`src/rtl/vga_timing_gen_if.sv`:
```
// Pixel-scan bundle from the VGA timing source to its overlay controllers.
// The timing generator drives through master; consumers attach through slave.
interface vga_timing_gen_if;
  logic       pix_en;
  logic [9:0] hCount;
  logic [9:0] vCount;
  logic       bright;
  logic       hSync;
  logic       vSync;
  logic       frame_start;
  logic [7:0] frame_count;

  modport master (
    output pix_en, hCount, vCount, bright, hSync, vSync, frame_start, frame_count
  );

  modport slave (
    input  pix_en, hCount, vCount, bright, hSync, vSync, frame_start, frame_count
  );
endinterface

```
`src/rtl/vga_timing_gen.sv`:
```
// VGA scan timing source: divides clk down to a pixel tick and runs the h/v counters.
// Every output is registered from next-state counts, so all of them change on the same edge.
module vga_timing_gen #(
  parameter int CLK_DIV        = 4,
  parameter int H_TOTAL        = 800,
  parameter int H_SYNC_END     = 96,
  parameter int H_BRIGHT_START = 144,
  parameter int H_BRIGHT_END   = 784,
  parameter int V_TOTAL        = 525,
  parameter int V_SYNC_END     = 2,
  parameter int V_BRIGHT_START = 35,
  parameter int V_BRIGHT_END   = 515
) (
  input  logic             clk,
  input  logic             rst,
  vga_timing_gen_if.master vga
);

  localparam int               DIV_W    = $clog2(CLK_DIV);
  localparam logic [DIV_W-1:0] DIV_LAST = DIV_W'(CLK_DIV - 1);
  localparam logic [9:0]       H_LAST   = 10'(H_TOTAL - 1);
  localparam logic [9:0]       V_LAST   = 10'(V_TOTAL - 1);
  localparam logic [9:0]       HS_END   = 10'(H_SYNC_END);
  localparam logic [9:0]       VS_END   = 10'(V_SYNC_END);
  localparam logic [9:0]       HB_START = 10'(H_BRIGHT_START);
  localparam logic [9:0]       HB_END   = 10'(H_BRIGHT_END);
  localparam logic [9:0]       VB_START = 10'(V_BRIGHT_START);
  localparam logic [9:0]       VB_END   = 10'(V_BRIGHT_END);

  logic [DIV_W-1:0] div_q, div_d;
  logic [9:0]       h_count_q, h_count_d;
  logic [9:0]       v_count_q, v_count_d;
  logic [7:0]       frame_count_q, frame_count_d;
  logic             pix_en_q, pix_en_d;
  logic             frame_start_q, frame_start_d;
  logic             bright_q, bright_d;
  logic             h_sync_q, h_sync_d;
  logic             v_sync_q, v_sync_d;

  logic tick;
  logic h_wrap;
  logic v_wrap;

  assign tick   = (div_q == DIV_LAST);
  assign h_wrap = tick && (h_count_q == H_LAST);
  assign v_wrap = h_wrap && (v_count_q == V_LAST);

  always_comb begin
    // NOTE: every always_comb target gets a default first so no path leaves it unassigned (no latch).
    div_d         = tick ? '0 : div_q + 1'b1;
    h_count_d     = h_count_q;
    v_count_d     = v_count_q;
    frame_count_d = frame_count_q;

    if (tick)   h_count_d     = h_wrap ? '0 : h_count_q + 10'd1;
    if (h_wrap) v_count_d     = v_wrap ? '0 : v_count_q + 10'd1;
    if (v_wrap) frame_count_d = frame_count_q + 8'd1;

    // pix_en and frame_start mark the clk in which the new counts are first visible.
    pix_en_d      = tick;
    frame_start_d = v_wrap;

    bright_d = (h_count_d >= HB_START) && (h_count_d < HB_END) &&
               (v_count_d >= VB_START) && (v_count_d < VB_END);
    h_sync_d = !(h_count_d < HS_END);
    v_sync_d = !(v_count_d < VS_END);
  end

  // NOTE: sequential state uses non-blocking assignments so every register samples pre-edge values.
  always_ff @(posedge clk or negedge rst) begin
    if (!rst) begin
      div_q         <= '0;
      h_count_q     <= '0;
      v_count_q     <= '0;
      frame_count_q <= '0;
      pix_en_q      <= 1'b0;
      frame_start_q <= 1'b0;
      bright_q      <= 1'b0;
      // Count 0 lies inside both sync pulses, so the syncs reset asserted (low).
      h_sync_q      <= 1'b0;
      v_sync_q      <= 1'b0;
    end else begin
      div_q         <= div_d;
      h_count_q     <= h_count_d;
      v_count_q     <= v_count_d;
      frame_count_q <= frame_count_d;
      pix_en_q      <= pix_en_d;
      frame_start_q <= frame_start_d;
      bright_q      <= bright_d;
      h_sync_q      <= h_sync_d;
      v_sync_q      <= v_sync_d;
    end
  end

  assign vga.pix_en      = pix_en_q;
  assign vga.hCount      = h_count_q;
  assign vga.vCount      = v_count_q;
  assign vga.bright      = bright_q;
  assign vga.hSync       = h_sync_q;
  assign vga.vSync       = v_sync_q;
  assign vga.frame_start = frame_start_q;
  assign vga.frame_count = frame_count_q;

endmodule

```
`src/flat_wrapper.sv`:
```
// flat-port wrapper written by rule: the top's interface ports become plain ports
module vga_timing_gen_flat 
#(
  parameter int CLK_DIV        = 4,
  parameter int H_TOTAL        = 800,
  parameter int H_SYNC_END     = 96,
  parameter int H_BRIGHT_START = 144,
  parameter int H_BRIGHT_END   = 784,
  parameter int V_TOTAL        = 525,
  parameter int V_SYNC_END     = 2,
  parameter int V_BRIGHT_START = 35,
  parameter int V_BRIGHT_END   = 515
)
  (clk, rst, vga_pix_en, vga_hCount, vga_vCount, vga_bright, vga_hSync, vga_vSync, vga_frame_start, vga_frame_count);
  vga_timing_gen_if vga_i ();
  input  logic clk;
  input  logic rst;
  output wire logic [$bits(vga_i.pix_en)-1:0] vga_pix_en;
  output wire logic [$bits(vga_i.hCount)-1:0] vga_hCount;
  output wire logic [$bits(vga_i.vCount)-1:0] vga_vCount;
  output wire logic [$bits(vga_i.bright)-1:0] vga_bright;
  output wire logic [$bits(vga_i.hSync)-1:0] vga_hSync;
  output wire logic [$bits(vga_i.vSync)-1:0] vga_vSync;
  output wire logic [$bits(vga_i.frame_start)-1:0] vga_frame_start;
  output wire logic [$bits(vga_i.frame_count)-1:0] vga_frame_count;
  assign vga_pix_en = vga_i.pix_en;
  assign vga_hCount = vga_i.hCount;
  assign vga_vCount = vga_i.vCount;
  assign vga_bright = vga_i.bright;
  assign vga_hSync = vga_i.hSync;
  assign vga_vSync = vga_i.vSync;
  assign vga_frame_start = vga_i.frame_start;
  assign vga_frame_count = vga_i.frame_count;
  vga_timing_gen #(.CLK_DIV(CLK_DIV), .H_TOTAL(H_TOTAL), .H_SYNC_END(H_SYNC_END), .H_BRIGHT_START(H_BRIGHT_START), .H_BRIGHT_END(H_BRIGHT_END), .V_TOTAL(V_TOTAL), .V_SYNC_END(V_SYNC_END), .V_BRIGHT_START(V_BRIGHT_START), .V_BRIGHT_END(V_BRIGHT_END)) u_core (.clk(clk), .rst(rst), .vga(vga_i));
endmodule
```
`config.mk`:
```
export PLATFORM = sky130hd
export DESIGN_NAME = vga_timing_gen_flat
export DESIGN_NICKNAME = d
export VERILOG_FILES = /design/src/rtl/vga_timing_gen_if.sv /design/src/rtl/vga_timing_gen.sv /design/src/flat_wrapper.sv
export SDC_FILE = /design/constraint.sdc
export NUM_CORES = 1
export LEC_CHECK = 0
export CAP_MARGIN = 20
export CELL_PAD_IN_SITES_DETAIL_PLACEMENT = 0
export CELL_PAD_IN_SITES_GLOBAL_PLACEMENT = 2
export CORE_MARGIN = 1
export CORE_UTILIZATION = 32
export DETAILED_ROUTE_END_ITERATION = 10
export GPL_TIMING_DRIVEN = 1
export PLACE_DENSITY = 0.81
export SETUP_SLACK_MARGIN = 0.05
export SKIP_LAST_GASP = 1
export SLEW_MARGIN = 25
export SYNTH_ARGS = -nofsm -noshare
export SYNTH_HDL_FRONTEND = slang
export SYNTH_SLANG_ARGS = --single-unit
```
`constraint.sdc`:
```
create_clock -name clk -period 3.35 [get_ports clk]
set_input_delay 0.67 -clock clk [delete_from_list [all_inputs] [get_ports clk]]
set_output_delay 0.67 -clock clk [all_outputs]
set_load 0.05 [all_outputs]
```
==> impl_results.md, run 1 <==
- Final WL: 3950 µm
- Post-synth EDFFs: 0
- First-pass GRT wire length: 6780 µm
- Min Clock Period, post-route: 2.78 ns
- Final Hold Fails: 0
- Top cells by count, synth: 35 x dfrtp_1, 16 x xnor2_1, 12 x nand2_1, 12 x nand3_1, 12 x nor2_1
- Fin. max-slew vios: 0
- Synth Cell Area: 0.00180 mm²
- Initial DRC count: 93
- Area growth from synthesis to layout: 28.2%
- Via count: 1,413
- Max-cap viol count: 0
- Synth Register Bits: 35
- Core Util, Final: 0.439
- Slew headroom: 0.640
- Via density: 5.08
- VDD IR max: 149 µV
- Setup TNS: 0 ns
- Routed Antenna Nets: 0
- CP required: 3.54 ns
- Synth Warn #: 0
- Top post-synthesis cells by area: dfrtp_1 49%, xnor2_1 7.8%, ha_1 3.5%, nand3_1 3.3%, nand4_1 2.8%
- Largest net degree at the start of global routing: 36
- Initial core utilization: 0.342
- 1st-pass router iterations: 4
- Layout cells sized above 1: 0.0817
- CTS tree: built
- Post-Synth Simple-Gate Area: 0.238
- Critical path startpoint category: register
- P_leak: 1.01 nW
- Tot GR Track Use: 0.145
- Core area: 0.00527 mm²
- Number of library cell types mapped by synthesis: 48
- Fin Clk Skew: 0.00472 ns
- Post-synthesis area per instance: 10.7 µm²
- CTS Sinks: 35
- Post-synthesis compound-gate area fraction: 0.114
- Worst-skew pair later-pin latency: 0.28 ns
- Synth top area share: 0.486
- Nets@finish: 214
- Root Driver: clkbuf_8
- CTS H-tree depth: 2
- Sequential element share of the synthesized area: 0.486
- Synth Area in Adders: 0.0347
- Crit share post-route: 0.829
- CTS buffer count: 5
- Critical path arrival: 2.97 ns
- Xor and xnor fraction of the mapped netlist area: 0.0923
- Cells after synthesis: 168
- RR Startpoint: u_core.div_q[0]
- Maximum clock insertion buffer count: 2
- Initial antenna violation count: 0
- # DRC: 0
- Post CTS Setup Buffer Count: 0
- Setup Viol. Count Final: 0
- WS Path Type: register to register
- CP endpoint: u_core.vga.bright
- # port buffers: 34
- Synth Net Count: 175
- Crit path max fanout: 10
- HPWL Detailed: 2840 µm
- CP Capture Type: register
- Hold buffers post-CTS: 0
- Status: complete, no violations
- CP Launch Point: u_core.div_q[0]
- Row Count: 26
- Die area: 0.00594 mm²
- Most common cell in the netlist: dfrtp_1
- Largest family of logic cells by synthesized area: simple AND/OR/NAND/NOR gates
- Pwr Density: 312 mW/mm²
- Clock transition at the registers of the reported paths: 0.07 ns
- R2R setup slack: 0.57 ns
- Min-Delay Path Class: register to register
- Fmax: 0.360 GHz
- Vias in the first global route: 1,342
- Worst-case reg-to-reg path depth: 8
- Post-synthesis async set-or-reset flop share: 1.00
- Antenna fix cells: 0
- Chip Height: 77.1 µm
- Avg WL per Cell: 14.2 µm
- RSZ-0062 raised after global routing: no
- RD Place Congestion: 0.818
- Worst-margin pin slew: 0.535 ns
- Mux share of post-synthesis cell area: 0.0118
- Overflow after GRT: 0
- Post-cts repair resize count: 0
- Die X: 77.1 µm
- Io pins: 35
- Cell taking the most area after synthesis: dfrtp_1
- RR Endpoint: u_core.vga.bright
- Top_reg_cell synth: dfrtp_1
==> cells in the final DEF, fill, tap and decap left out, drive strengths merged, types with 3 or more instances in the layout <==
cell type,n
o21ai,5
clkdlybuf4s50,34
nor2,12
nand3,12
dfrtp,35
nand2,12
nor4,3
inv,5
nand4,9
o211ai,3
and4,4
clkbuf,7
xor2,3
xnor2,16
ha,5
a21oi,5
or4,3
buf,3
==> how the worst min path moves through the flow <==
stage / start / to / cells past startpoint
detailed placement: u_core.div_q[0] / u_core.div_q[0] / 1
floorplan: rst / u_core.div_q[0] / 0
CTS: u_core.div_q[0] / u_core.div_q[0] / 1
finish: u_core.div_q[0] / u_core.div_q[0] / 1
global route: u_core.div_q[0] / u_core.div_q[0] / 1
global placement: u_core.div_q[0] / u_core.div_q[0] / 1
==> routing by layer <==
layer | up-vias | track usage | wire length [µm] | part of all wire
li1 | 703 | - | - | -
met1 | 673 | 0.202 | 2030 | 0.51
met2 | 33 | 0.218 | 1770 | 0.45
met3 | 4 | 0.0369 | 117 | 0.030
met4 | 0 | 0.0509 | 25 | 0.0063
met5 | - | 0 | 0 | 0
==> logic make-up (layout without fill, tap and decap cells) <==
family | count (synthesis) | count (layout)
DFF | 35 | 35
AOI/OAI and AO/OA | 27 | 27
buffers and inverters | 10 | 50
adders and majority gates | 5 | 5
xor gates and xnor gates | 19 | 19
and+or+nand+nor | 70 | 70
muxes | 2 | 2
==> layout make-up <==
type / count / area (µm²)
fillers: 510 / 2960
multi-input cells: 123 / 885
well taps: 70 / 87.6
inverters: 5 / 18.8
flip-flops and latches: 35 / 876
clock buffers: 7 / 76.3
repair buffers: 37 / 363
clock inverters: 1 / 5.00
==> where the power goes <==
part | internal [mW] | switching (mW)
logic | 0.00178 | 0.00814
clock network | 0.146 | 0.143
registers | 0.422 | 0
total | 0.570 | 0.152
==> metrics by stage <==
step	std cells	hold slack [ns]	power (mW)	instance area, µm²	setup slack [ns]
after CTS	278	0.435	0.740	2310	0.571
after floorplan	168	0.374	0.431	1800	0.521
after detailed placement	270	0.424	0.441	2230	0.589
after global placement	270	0.412	0.441	2230	0.691
final	278	0.428	0.722	2310	0.571
after global routing	278	0.458	0.757	2310	0.401
==> worst max-delay path, cell delays in order (launching register included) <==
cell and delay, ns:
dfrtp_1 0.35, ha_1 0.34, nand4_2 0.31, or4_1 0.61
or3_1 0.36, a21o_1 0.22, and4bb_1 0.26, a31oi_1 0.06
a221oi_2 0.18
==> sequential cells by signal, summed over array words and instances, names as in the netlist <==
| signal | count |
|---|---|
| u_core.vga.bright | 1 |
| u_core.vga.hSync | 1 |
| u_core.vga.hCount | 10 |
| u_core.vga.pix_en | 1 |
| u_core.vga.frame_count | 8 |
| u_core.vga.frame_start | 1 |
| u_core.div_q | 2 |
| u_core.vga.vSync | 1 |
| u_core.vga.vCount | 10 |
Note: power is estimated with default switching activity, not from simulation.
==> run 2: changes to the inputs <==
- clock period: 3.35 -> 2.8 ns (I/O delays scaled with it)
==> run 2 against run 1 <==
  * Maximum frequency rose by 8.9%
  * Non-clock buffer count rose by 7
  * Flip-flop and latch count stayed put
  * Hold slack better by 0.0026 ns
  * Register-to-register slack got worse by 0.32 ns
  * Global-route usage about the same
  * Clock skew decreased by 0.00084 ns
  * Critical path depth shrank 1
  * Cell count grew 2.5%
  * Critical path type unchanged
==> impl_results.md, run 2 (synthesis results as in run 1) <==
- Antenna fix cells: 0 (unchanged)
- Area growth from synthesis to layout: 33.2%
- Row Count: 26 (unchanged)
- Io pins: 35 (unchanged)
- Fin. max-slew vios: 0 (unchanged)
- Met1 WL: 1900 µm (-6.5%)
- CP Capture Type: register
- RD Place Congestion: 0.857 (+4.7%)
- Post CTS Setup Buffer Count: 0 (unchanged)
- CTS buffer count: 5 (unchanged)
- Hold buffers post-CTS: 0 (unchanged)
- Final WL: 4010 µm (+1.5%)
- Pwr Density: 409 mW/mm² (+31%)
- Routed Antenna Nets: 0 (unchanged)
- Setup Viol. Count Final: 0 (unchanged)
- Fin Clk Skew: 0.00388 ns (-0.000842 ns)
- Final hold slack: 0.431 ns (+0.00259 ns)
- Max-cap viol count: 0 (unchanged)
- Initial core utilization: 0.342 (unchanged)
- CTS Sinks: 35 (unchanged)
- Clock transition at the registers of the reported paths: 0.07 ns (about the same)
- VDD IR max: 301 µV (+100%)
- Initial antenna violation count: 0 (unchanged)
- Fin area: 0.00240 mm² (+4.0%)
- Maximum clock insertion buffer count: 2 (unchanged)
- # port buffers: 34 (unchanged)
- Met3 WL: 222 µm (+90%)
- Setup TNS: 0 ns (unchanged)
- Core area: 0.00527 mm² (unchanged)
- CTS tree: built
- WL met2: 1870 µm (+5.1%)
- Tot GR Track Use: 0.146 (+0.000259)
- Crit share post-route: 0.911 (+0.0815)
- RSZ-0062 raised after global routing: no
- Root Driver: clkbuf_8
- Area after DPL: 0.00228 mm² (+2.5%)
- Die X: 77.1 µm (unchanged)
- # DRC: 0 (unchanged)
- Layout cells sized above 1: 0.130 (+0.0485)
- Overflow after GRT: 0 (unchanged)
- Via count: 1,482 (+4.9%)
- Status: complete, no violations
- CTS H-tree depth: 2 (unchanged)
- Initial DRC count: 74 (-20%)
- Nets@finish: 221 (+3.3%)
- 1st-pass router iterations: 4 (unchanged)
- CP required: 2.96 ns (-0.58 ns)
- First-pass GRT wire length: 6800 µm (+0.31%)
- Crit path max fanout: 7 (-3)
- Vias in the first global route: 1,408 (+4.9%)
- Die area: 0.00594 mm² (unchanged)
- Critical path arrival: 2.71 ns (-0.26 ns)
- Worst-margin pin slew: 0.519 ns (-0.0165 ns)
- Critical path startpoint category: register
- Worst-skew pair later-pin latency: 0.28 ns (about the same)
- Largest net degree at the start of global routing: 36 (unchanged)
- Final Hold Fails: 0 (unchanged)
- Post-cts repair resize count: 0 (unchanged)
- Commonest non-fill, non-tap cells in the layout: 34 x clkdlybuf4s50_1, 33 x dfrtp_1, 16 x xnor2_1
- Min Clock Period, post-route: 2.55 ns (-0.228 ns)
- Avg WL per Cell: 14.1 µm (-0.95%)
- P_leak: 1.06 nW (+5.1%)
- Final-layout fill cell count: 523 (+2.5%)
- Fmax: 0.392 GHz (+8.9%)
- Max layer used: met4
- Slew headroom: 0.651 (+0.0111)
- Most common cell after layout, fill and taps aside: clkdlybuf4s50_1
- WS Path Type: register to register
- Min-Delay Path Class: register to register
- Chip Height: 77.1 µm (unchanged)
- Via density: 5.20 (+2.3%)
- HPWL Detailed: 2960 µm (+4.2%)
==> run 2: where the power goes <==
part	internal [mW]	leakage (nW)	switching (mW)	total, mW
combinational	0.00213	0.528	0.00949	0.0116
clock	0.288	0.0612	0.178	0.466
sequential	0.505	0.471	0	0.505
total	0.795	1.06	0.188	0.983
==> run 2: area by class of cell <==
class,count,area (µm²),share of cell area
multi-input cells,123,885,0.368
clock inverters,2,35.0,0.0146
flip-flops and latches,35,878,0.366
well taps,70,87.6,0.0365
inverters,5,18.8,0.00781
clock buffers,6,82.6,0.0344
repair buffers,44,415,0.173
==> run 2: worst max-delay path, cell delays in order (launching register included) <==
cell	delay [ns]
dfrtp_1	0.45
or3_4	0.43
or4_4	0.51
a221o_1	0.35
nor4b_4	0.26
o211ai_1	0.13
a31oi_1	0.24
a221oi_2	0.05
==> run 2: final timing paths <==
kind	startpoint	end	slack, ns	cells after the start
setup / recovery	u_core.vga.vCount[6]	u_core.vga.bright	0.25	7
hold / removal	u_core.div_q[0]	u_core.div_q[0]	0.43	1
setup reg to reg	u_core.vga.vCount[6]	u_core.vga.bright	0.25	7
hold reg to reg	u_core.div_q[0]	u_core.div_q[0]	0.43	1
max in group asynchronous	rst	u_core.vga.hCount[0]	1.79	2
min in group asynchronous	rst	u_core.vga.hCount[5]	0.68	2
==> run 2: metal layers <==
metal  track usage  vias to the layer above
met4        0.0679                        0
met3        0.0286                        2
met2         0.232                       45
met1         0.190                      720
met5             0                        -
li1              -                      715
==> run 2: stage by stage <==
step	std cells	setup WS, ns	util	total power [mW]
finish	285	0.249	0.456	0.983
global route	285	0.142	0.456	1.02
CTS	285	0.247	0.456	1.00
detailed placement	277	0.254	0.434	0.528
global placement	277	0.318	0.434	0.528
floorplan	168	0.131	-	0.515
